--- src/rtl/fetch_stage_pkg.sv ---
// Shared types and constants for the instruction-fetch stage of the 19-bit pipeline.
package fetch_pkg;

  typedef enum logic {
    S_REQ,
    S_HOLD
  } fetch_state_t;

  localparam logic [18:0] NOP_INSTR    = 19'b0;
  localparam int unsigned OPC_HI       = 18;
  localparam int unsigned OPC_LO       = 14;
  localparam logic [2:0]  JUMP_CLASS   = 3'b111;
  localparam logic [2:0]  BRANCH_CLASS = 3'b101;

  // Upper three opcode bits select the control-transfer class.
  function automatic logic is_ctrl_xfer(input logic [18:0] instr);
    logic [OPC_HI-OPC_LO:0] opcode;
    opcode = instr[OPC_HI:OPC_LO];
    return (opcode[4:2] == JUMP_CLASS) || (opcode[4:2] == BRANCH_CLASS);
  endfunction

endpackage

--- src/rtl/fetch_stage_if_id_reg.sv ---
// IF/ID pipeline register: priority is reset, then flush to NOP, then load, then hold.
module if_id_reg
  import fetch_pkg::*;
#(
  parameter int unsigned PC_W = 12
) (
  input  logic            clk,
  input  logic            reset,
  input  logic            flush,
  input  logic            load,
  input  logic [18:0]     next_instr,
  input  logic [PC_W-1:0] next_pc,
  output logic [18:0]     instr,
  output logic [PC_W-1:0] pc,
  output logic            valid
);

  always_ff @(posedge clk) begin
    if (reset || flush) begin
      instr <= NOP_INSTR;
      pc    <= '0;
      valid <= 1'b0;
    end else if (load) begin
      instr <= next_instr;
      pc    <= next_pc;
      valid <= 1'b1;
    end
  end

endmodule

--- src/rtl/fetch_stage.sv ---
// Instruction-fetch stage: PC, imem req/ack handshake, stall hold buffer, redirect.
// Optional performance counters enabled by defining FETCH_PERF_CNT_EN.
module fetch_stage
  import fetch_pkg::*;
#(
  parameter int unsigned     PC_W     = 12,
  parameter logic [PC_W-1:0] RESET_PC = '0,
  parameter int unsigned     CNT_W    = 16
) (
  input  logic            clk,
  input  logic            reset,
  input  logic            pc_writebar,
  input  logic            IF_ID_loadbar,
  input  logic            IF_ID_flush,
  input  logic [PC_W-1:0] redirect_target,
  output logic            imem_req,
  output logic [PC_W-1:0] imem_addr,
  input  logic            imem_ack,
  input  logic [18:0]     imem_rdata,
  output logic [18:0]     IF_ID_instruction,
  output logic [PC_W-1:0] IF_ID_pc,
  output logic            IF_ID_valid
`ifdef FETCH_PERF_CNT_EN
  ,
  output logic [CNT_W-1:0] stall_cycles,
  output logic [CNT_W-1:0] flush_count
`endif
);

  if (CNT_W == 0) begin : g_bad_cnt_w
    $error("fetch_stage: CNT_W must be nonzero");
  end

  fetch_state_t    state;
  logic [PC_W-1:0] pc;
  logic [PC_W-1:0] pc_inc;
  logic [PC_W-1:0] req_addr;
  logic            drop_pending;
  logic [18:0]     hold_buf;
  logic            accept;
  logic            release_hold;
  logic            id_load;
  logic [18:0]     id_next_instr;

  assign pc_inc       = pc + PC_W'(1);
  assign accept       = imem_ack & ~drop_pending & ~IF_ID_flush & ~IF_ID_loadbar & ~pc_writebar;
  assign release_hold = ~IF_ID_flush & ~IF_ID_loadbar & ~pc_writebar;
  assign id_load      = (state == S_HOLD) ? release_hold : accept;
  assign id_next_instr = (state == S_HOLD) ? hold_buf : imem_rdata;

  assign imem_req  = (state == S_REQ) & ~reset;
  assign imem_addr = req_addr;

  // req_addr only moves on an ack or when leaving S_HOLD, so the address stays
  // stable for an in-flight request even when a redirect updates pc.
  always_ff @(posedge clk) begin
    if (reset) begin
      state        <= S_REQ;
      pc           <= RESET_PC;
      req_addr     <= RESET_PC;
      drop_pending <= 1'b0;
      hold_buf     <= NOP_INSTR;
    end else begin
      case (state)
        S_REQ: begin
          if (imem_ack) begin
            if (drop_pending || IF_ID_flush) begin
              drop_pending <= 1'b0;
              if (IF_ID_flush) begin
                pc       <= redirect_target;
                req_addr <= redirect_target;
              end else begin
                req_addr <= pc;
              end
            end else if (accept) begin
              pc       <= pc_inc;
              req_addr <= pc_inc;
            end else begin
              hold_buf <= imem_rdata;
              state    <= S_HOLD;
            end
          end else if (IF_ID_flush) begin
            pc           <= redirect_target;
            drop_pending <= 1'b1;
          end
        end
        S_HOLD: begin
          if (IF_ID_flush) begin
            pc       <= redirect_target;
            req_addr <= redirect_target;
            state    <= S_REQ;
          end else if (release_hold) begin
            pc       <= pc_inc;
            req_addr <= pc_inc;
            state    <= S_REQ;
          end
        end
      endcase
    end
  end

  if_id_reg #(
    .PC_W(PC_W)
  ) u_if_id_reg (
    .clk       (clk),
    .reset     (reset),
    .flush     (IF_ID_flush),
    .load      (id_load),
    .next_instr(id_next_instr),
    .next_pc   (pc_inc),
    .instr     (IF_ID_instruction),
    .pc        (IF_ID_pc),
    .valid     (IF_ID_valid)
  );

`ifdef FETCH_PERF_CNT_EN
  always_ff @(posedge clk) begin
    if (reset) begin
      stall_cycles <= '0;
      flush_count  <= '0;
    end else begin
      if (IF_ID_loadbar && !IF_ID_flush && (stall_cycles != '1))
        stall_cycles <= stall_cycles + CNT_W'(1);
      if (IF_ID_flush && (flush_count != '1))
        flush_count <= flush_count + CNT_W'(1);
    end
  end
`endif

endmodule

--- config.mk ---
export PLATFORM = sky130hd
export DESIGN_NAME = fetch_stage
export DESIGN_NICKNAME = d
export VERILOG_FILES = /design/src/rtl/fetch_stage_pkg.sv /design/src/rtl/fetch_stage_if_id_reg.sv /design/src/rtl/fetch_stage.sv
export SDC_FILE = /design/constraint.sdc
export NUM_CORES = 1
export LEC_CHECK = 0
export ABC_AREA = 1
export CAP_MARGIN = 20
export CORE_AREA = 2 2 88 90
export DETAILED_ROUTE_END_ITERATION = 8
export DIE_AREA = 0 0 90 92
export PLACE_DENSITY = 0.85
export SLEW_MARGIN = 40
export SYNTH_ARGS = -nofsm -noshare
export SYNTH_HDL_FRONTEND = slang
export SYNTH_SLANG_ARGS = --single-unit
--- constraint.sdc ---
create_clock -name clk -period 4.1 [get_ports clk]
set_input_delay 1.23 -clock clk [delete_from_list [all_inputs] [get_ports clk]]
set_output_delay 1.23 -clock clk [all_outputs]
set_load 0.02 [all_outputs]
==> Yosys cells after proc, flatten, opt, wreduce, memory -nomap -nowiden <==
Index checks and enable logic that the tools add are counted.
{ "totals": {"register_bits": 77, "input_bits": 37, "output_inout_bits": 45, "word_cells": 56} }
{ "op_classes": {"addsub": 1, "eq_ne": 5, "n_mux": 20, "bitwise": 15, "reduce_logical": 7} }
{ "op_table": {"columns": ["op", "count"], "rows": [
  ["$mux 12", 7],
  ["$pmux 12 s2", 2],
  ["$mux 19", 1],
  ["$add 12x1->12 const B", 1],
  ["$mux 1", 9],
  ["$not 1->1", 8],
  ["$and 1x1->1", 7],
  ["$ne 3x2->1 const B", 2],
  ["$reduce_and 3->1", 2],
  ["$ne 4x3->1 const B", 1],
  ["$reduce_and 4->1", 1],
  ["$logic_or 1x1->1", 2],
  ["$ne 2x1->1 const B", 1],
  ["$ne 2x2->1 const B", 1],
  ["$pmux 1 s2", 1],
  ["$reduce_and 2->1", 1],
  ["$reduce_bool 2->1", 1]
]} }

==> Logic depth before layout (Yosys ltp) <==
Gate-level depths: netlist (run 1).
{ "depth": {"ltp_word": 9, "depth_mapped": 10, "mapped_depth_nobuf": 10} }

==> Modules after synthesis <==
From an unflattened synthesis (run 1), not the netlist that was laid out.
{ "hier_totals": {"cells_unflattened": 691, "area_unflattened_um2": 4267.8} }
{ "modules_own_cells": {"columns": ["module", "n_inst", "cells_per_inst", "area_per_inst_um2", "seq_area_each_um2"], "rows": [
  ["fetch_stage", 1, 492, 2921.6, 900.9],
  ["if_id_reg", 1, 199, 1346.3, 640.6]
]} }

==> Worst setup path after synthesis (run 1) <==
Ideal clock, no wire load.
{ "synth_path": {"kind": "in2out", "startpoint": "input port reset", "endpoint": "output port imem_req", "t_arrival_ps": 1877, "t_required_ps": 2870, "path_slack_ps": 993, "stages": 3, "n_path_buf": 2, "path_cell_list": "buf_2 -> clkbuf_1 -> nor2_1"} }
{ "synth_via": {"elab_chain_cells": 2} }
{ "synth_lines": {"columns": ["element", "line", "source"], "rows": [
  ["from (decl)", "fetch_stage.sv:11", "input logic reset,"],
  ["$not 1->1", "fetch_stage.sv:51", "assign imem_req = (state == S_REQ) & ~reset;"],
  ["$and 1x1->1", "fetch_stage.sv:51", null],
  ["to (decl)", "fetch_stage.sv:16", "output logic imem_req,"]
]} }
No other way between the ends.

==> Worst setup path in the final report (run 1) <==
Ends and elaborated chain as after synthesis.

==> results of run 1 <==
state kept, by name, summed over array words and instances (netlist names):
name and flops:
imem_addr 12, pc 12, drop_pending 1, u_if_id_reg.valid 1, state 1, hold_buf 19
u_if_id_reg.instr 19, u_if_id_reg.pc 12
cell families (layout without fill, tap and decap cells):
family | count (synthesis) | count (layout) | share of synthesized area, %
flops | 77 | 77 | 38.4
compound gates | 176 | 176 | 23.5
simple gates | 234 | 234 | 27.2
xor+xnor | 6 | 6 | 1.68
fa+ha+maj | 1 | 1 | 0.311
buf+inv | 75 | 140 | 8.94
layout make-up:
| class | instances | area, sq um |
|---|---|---|
| clock buffers | 9 | 124 |
| multi-input cells | 417 | 2120 |
| well taps | 102 | 128 |
| inverters | 37 | 139 |
| repair buffers | 87 | 856 |
| clock inverters | 7 | 105 |
| fillers | 626 | 2430 |
| flip-flops and latches | 77 | 1540 |
critical path, delay by kind of cell:
kind,cells,cell delay [ns]
AND/OR/NAND/NOR,1,0.09
buffers and inverters,2,1.04
metrics by stage:
step | cells | utilization (%) | instance area, sq um
6_report | 736 | 67.4 | 5020
5_1_grt | 736 | 67.4 | 5020
4_1_cts | 736 | 67.4 | 5020
3_5_place_dp | 720 | 64.3 | 4790
3_3_place_gp | 720 | 64.2 | 4780
2_1_floorplan | 569 | - | 4020
how the worst min path moves through the flow:
stage	depth (start not counted)	start	slack [ns]	endpoint
6_report	2	hold_buf[6]	0.45	hold_buf[6]
5_1_grt	2	hold_buf[7]	0.48	hold_buf[7]
4_1_cts	2	hold_buf[6]	0.46	hold_buf[6]
3_5_place_dp	2	hold_buf[6]	0.44	hold_buf[6]
3_3_place_gp	2	hold_buf[8]	0.44	hold_buf[8]
2_1_floorplan	2	hold_buf[10]	0.42	hold_buf[10]
per-layer routing:
| layer | track usage (%) | share of wire (%) |
|---|---|---|
| met5 | 0 | 0 |
| met1 | 36.1 | 42 |
| met4 | 12.8 | 2.4 |
| met2 | 44.0 | 47 |
| met3 | 4.85 | 8.1 |
cell usage after synthesis, drive strengths merged:
cell and n:
o21a 1, ha 1, nor2 45, o211ai 4
o21ai 79, nand2 142, a21oi 68, nor3 2
a211oi 5, dfxtp 77, a21boi 1, clkbuf 11
xnor2 1, inv 37, nand3 42, nand4 3
buf 27, xor2 5, a31oi 18
power breakdown:
part	switching [mW]	internal, mW
Clock	0.318	0.352
Combinational	0.227	0.143
Sequential	0.0369	0.790
Total	0.581	1.29
==> metrics, run 1 <==
status=completed; most common cell after layout, fill and taps aside=nand2_1; grt ovf=0; Place WS=0.505 ns; crit-path cells=clkdlybuf4s50_1 -> nor2_1 -> clkdlybuf4s50_1; DR pass1 iterations=6; DR vias=4226; Slew headroom=49.4%; Clk Latency, worst-skew pair=0.36 ns; TNS Setup=0 ns; worst r2r dst=imem_addr[10]; # resized after CTS=0; Crit Path Category=input pin to primary output; CTS Buffer Depth=2; Worst Path Arrival=2.36 ns; largest net degree at the start of global routing=58; max-cap violation count=0; critical path's slowest cell=clkdlybuf4s50_1; warnings from Yosys=0; Worst R2R Start=state; R2R setup slack=1.60 ns; CP Capture Point=imem_req; # H-tree levels=3; post-CTS setup buffer count=0; syn_area_per_cell=7.06 sq um; Final min period=3.59 ns; cell taking the most area after synthesis=dfxtp_1; vias per inst=5.74; final setup fails=0; Worst path most repeated cell=clkdlybuf4s50_1; # diodes=0; Power Total=1.87 mW; Inserted Clock Buffers=9; crit path max fanout=2; Initial Util=54.0%; Area growth syn-to-layout=24.8%; Min-Delay Path Class=register to register; syn nets=607; P_leak=1.98 nW; Synth Register Bits=77; WP data required=2.87 ns; post-synthesis sequential area ratio=38.4%; vias in the first global route=3954; row count=32; CTS tree=done; Distinct cells, synth=33; crit share post-route=87.6%; PortBufs=81; final hold violations=0; I/O pin count=82; most frequent cells in the layout=nand2_1 (136), clkdlybuf4s50_1 (81), dfxtp_1 (77); Clock Tree Root=clkbuf_8; final wirelength=11.2 mm; Horiz. Die Dim=90 um; Worst-Margin Slew=0.758 ns; die area=8280 sq um; Worst Reg-to-Reg Cells=7; Clk pin slew, worst setup/hold paths=0.09 ns; CP endpoint kind=primary output; Final Slew Violations=0; Post-Syn Area=4020 sq um; CP startpoint kind=input pin; fmax=0.278 GHz; worst vdd rail ir drop=240 uV; Power Dens Cells=372 nW/um^2; layout cells sized above 1=8.83%; initial DRC count=366; share of the synthesized area in the top cell type=38.4%; Die Ht=92 um; Final #Nets=667; antenna violations before repair=0; WL/cell=15.2 um; largest cells by area after synthesis=dfxtp_1 (38%), nand2_1 (13%), a21oi_1 (8.5%), o21ai_0 (8.1%), nand3_1 (4.5%); gr usage total=27.4%; first-pass GRT wire length=18.5 mm; Post-DP HPWL=7.41 mm; Setup crit start=reset; Final ANT Viol Nets=0; Setup Skew=0.00965 ns; Hold Buf Count CTS=0; RSZ-0062 raised after global routing=no; # DRC=0; gpl congestion=0.891; CP peak stage delay=0.61 ns; slack of the critical path=0.507 ns; clock sink count=77; Hold Slack=0.454 ns; Cells after Synth=569; total core area=7450 sq um
No activity file was read; power rests on OpenSTA's default activity.
==> run 2, diff against run 1 <==
ABC_AREA = not set   (was 1)
CORE_AREA = 2 2 89 91   (was 2 2 88 90)
DIE_AREA = 0 0 91 93   (was 0 0 90 92)
PLACE_DENSITY = 0.78   (was 0.85)
clock period = 4.09 ns   (was 4.1 ns; I/O delays follow)
==> run 2 against run 1 <==
Die area increased by 2.2%. Non-clock buffer count increased by 3. Final area decreased by 5.0%. Count of clock-buffer cells in the layout increased by 1. Critical path type unchanged. Power decreased by 5.7%.
==> metrics, run 2 <==
crit path max fanout=2 (unchanged); TNS Setup=0 ns (unchanged); crit share post-route=89.8%; EDFF count, synth=0 (unchanged); Setup Skew=0.00765 ns (-0.00200 ns); gpl congestion=0.938 (+5.2%); WP data required=2.86 ns (about the same); Top Registers=hold_buf (19), u_if_id_reg.instr (19); # H-tree levels=3 (unchanged); first-pass GRT wire length=15.7 mm (-15%); CTS Buffer Depth=2 (unchanged); share of the synthesized area in the top cell type=41.8% (+3.4 points); largest cells by area after synthesis=dfxtp_1 (42%), a211oi_1 (6.7%), nand2_1 (6.2%), a21oi_1 (5.6%), nor2_1 (5.5%); Worst Reg-to-Reg Cells=6 (-1); final hold violations=0 (unchanged); Initial Util=49.0% (-5.0 points); Horiz. Die Dim=91 um (+1.1%); count leader, synth=dfxtp_1; PortBufs=81 (unchanged); fmax=0.272 GHz; # diodes=0 (unchanged); status=completed; Min-Delay Path Class=register to register; Place WS=0.431 ns (-0.0732 ns); Distinct cells, synth=51 (+55%); Post-Synth XOR/XNOR Area=4.51% (+2.8 points); slack of the critical path=0.419 ns (-0.0880 ns); max-cap violation count=0 (unchanged); Final ANT Viol Nets=0 (unchanged); warnings from Yosys=0 (unchanged); Hold Buf Count CTS=0 (unchanged); Synth async-reset ratio=0% (unchanged); row count=32 (unchanged); Inserted Clock Buffers=9 (unchanged); Slew headroom=54.6% (+5.2 points); RSZ-0062 raised after global routing=no; ys flop type=dfxtp_1; P_leak=1.63 nW (-17%); total core area=7530 sq um (+1.1%); antenna violations before repair=0 (unchanged); DR vias=3498 (-17%); grt ovf=0 (unchanged); Final min period=3.67 ns; Post-Syn Area=3690 sq um (-8.3%); Cells on Worst Hold Path=2 (unchanged); syn nets=492 (-19%); area share of and/or/nand/nor cells after synthesis=18.6% (-8.6 points); worst vdd rail ir drop=171 uV (-29%); vias in the first global route=3235 (-18%); adder-cell share of the synthesized area=0.339% (+0.028 points); commonest cells in the synthesized netlist=dfxtp_1 (77), nand2_1 (61), nor2_1 (54); # resized after CTS=0 (unchanged); most common cell after layout, fill and taps aside=clkdlybuf4s50_1; clock sink count=77 (unchanged); layout cells sized above 1=7.12% (-1.7 points); post-synthesis sequential area ratio=41.8% (+3.4 points); # DRC=0 (unchanged); final setup fails=0 (unchanged); Die Ht=93 um (+1.1%); Area growth syn-to-layout=29.3%; gr usage total=22.9% (-4.6 points); I/O pin count=82 (unchanged); CP endpoint kind=primary output; post-CTS setup buffer count=0 (unchanged); CP startpoint kind=input pin; Worst Path Arrival=2.44 ns (+0.08 ns); final wirelength=9.65 mm (-14%); syn_area_per_cell=8.12 sq um (+15%); most frequent cells in the layout=clkdlybuf4s50_1 (81), dfxtp_1 (76), nand2_1 (61); Cells after Synth=454 (-20%); die area=8460 sq um (+2.2%); post-synthesis mux area share=5.16% (+5.2 points); largest family of logic cells by synthesized area=compound AO/OA/AOI/OAI gates; Clock Tree Root=clkbuf_8; Post-DP HPWL=6.37 mm (-14%); Clk Latency, worst-skew pair=0.35 ns (about the same); Worst-Margin Slew=0.681 ns (-0.0768 ns); DR pass1 iterations=5 (-1); Synth Register Bits=77 (unchanged); Final #Nets=553 (-17%); WL/cell=15.5 um (+2.1%); Crit Path Category=input pin to primary output; initial DRC count=328 (-10%); Power Dens Cells=369 nW/um^2 (-0.78%); largest net degree at the start of global routing=49 (-16%); Clk pin slew, worst setup/hold paths=0.09 ns (about the same); CTS tree=done; Synth Area in Compound Gates=23.7% (+0.18 points); cell taking the most area after synthesis=dfxtp_1; Final Slew Violations=0 (unchanged); vias per inst=5.62 (-2.1%)
==> run 2: cells by family after synthesis <==
group / Yosys count
flops: 77
simple gates: 156
buf+inv: 49
mux: 19
compound gates: 133
fa+ha+maj: 1
xor+xnor: 19
==> run 2: path summary, 6_finish.rpt <==
path                                  start           to  slack (ns)
worst min-delay path            hold_buf[9]  hold_buf[9]        0.46
worst max-delay path                  reset     imem_req        0.42
worst max register to register        pc[0]       pc[10]        1.55
worst min register to register  hold_buf[9]  hold_buf[9]        0.46
==> run 2: per-layer routing <==
layer	vias up	global-route usage (%)	wire length [um]
li1	1721	-	-
met1	1635	31.1	4420
met2	131	37.2	4500
met3	11	3.71	603
met4	0	7.70	125
met5	-	0	0
==> run 2: final cells by class <==
type,instances,area [sq um]
Inverter,9,33.8
Tap cell,102,128
Timing Repair Buffer,90,891
Multi-Input combinational cell,328,1940
Fill cell,660,2760
Clock inverter,6,93.8
Sequential cell,77,1540
Clock buffer,10,138
==> run 2: report_power, final <==
| group | leakage [nW] | internal, mW | switching (mW) |
|---|---|---|---|
| sequential | 0.628 | 0.783 | 0.0321 |
| combinational | 0.890 | 0.125 | 0.152 |
| clock | 0.113 | 0.366 | 0.302 |
| total | 1.63 | 1.27 | 0.486 |
==> run 2: stage by stage <==
stage	cells	utilization (%)	total power, mW	instance area [sq um]	hold WS, ns
after floorplan	454	-	0.996	3690	0.436
after global placement	606	60.2	1.10	4530	0.441
after detailed placement	606	60.3	1.10	4540	0.447
after CTS	622	63.3	1.76	4770	0.459
after global routing	622	63.3	1.83	4770	0.475
final	622	63.3	1.76	4770	0.458
==> run 2: worst max-delay path, cell delays in order <==
cell and delay (ns):
clkdlybuf4s50_1 0.46, nor2_1 0.11, clkdlybuf4s50_1 0.64
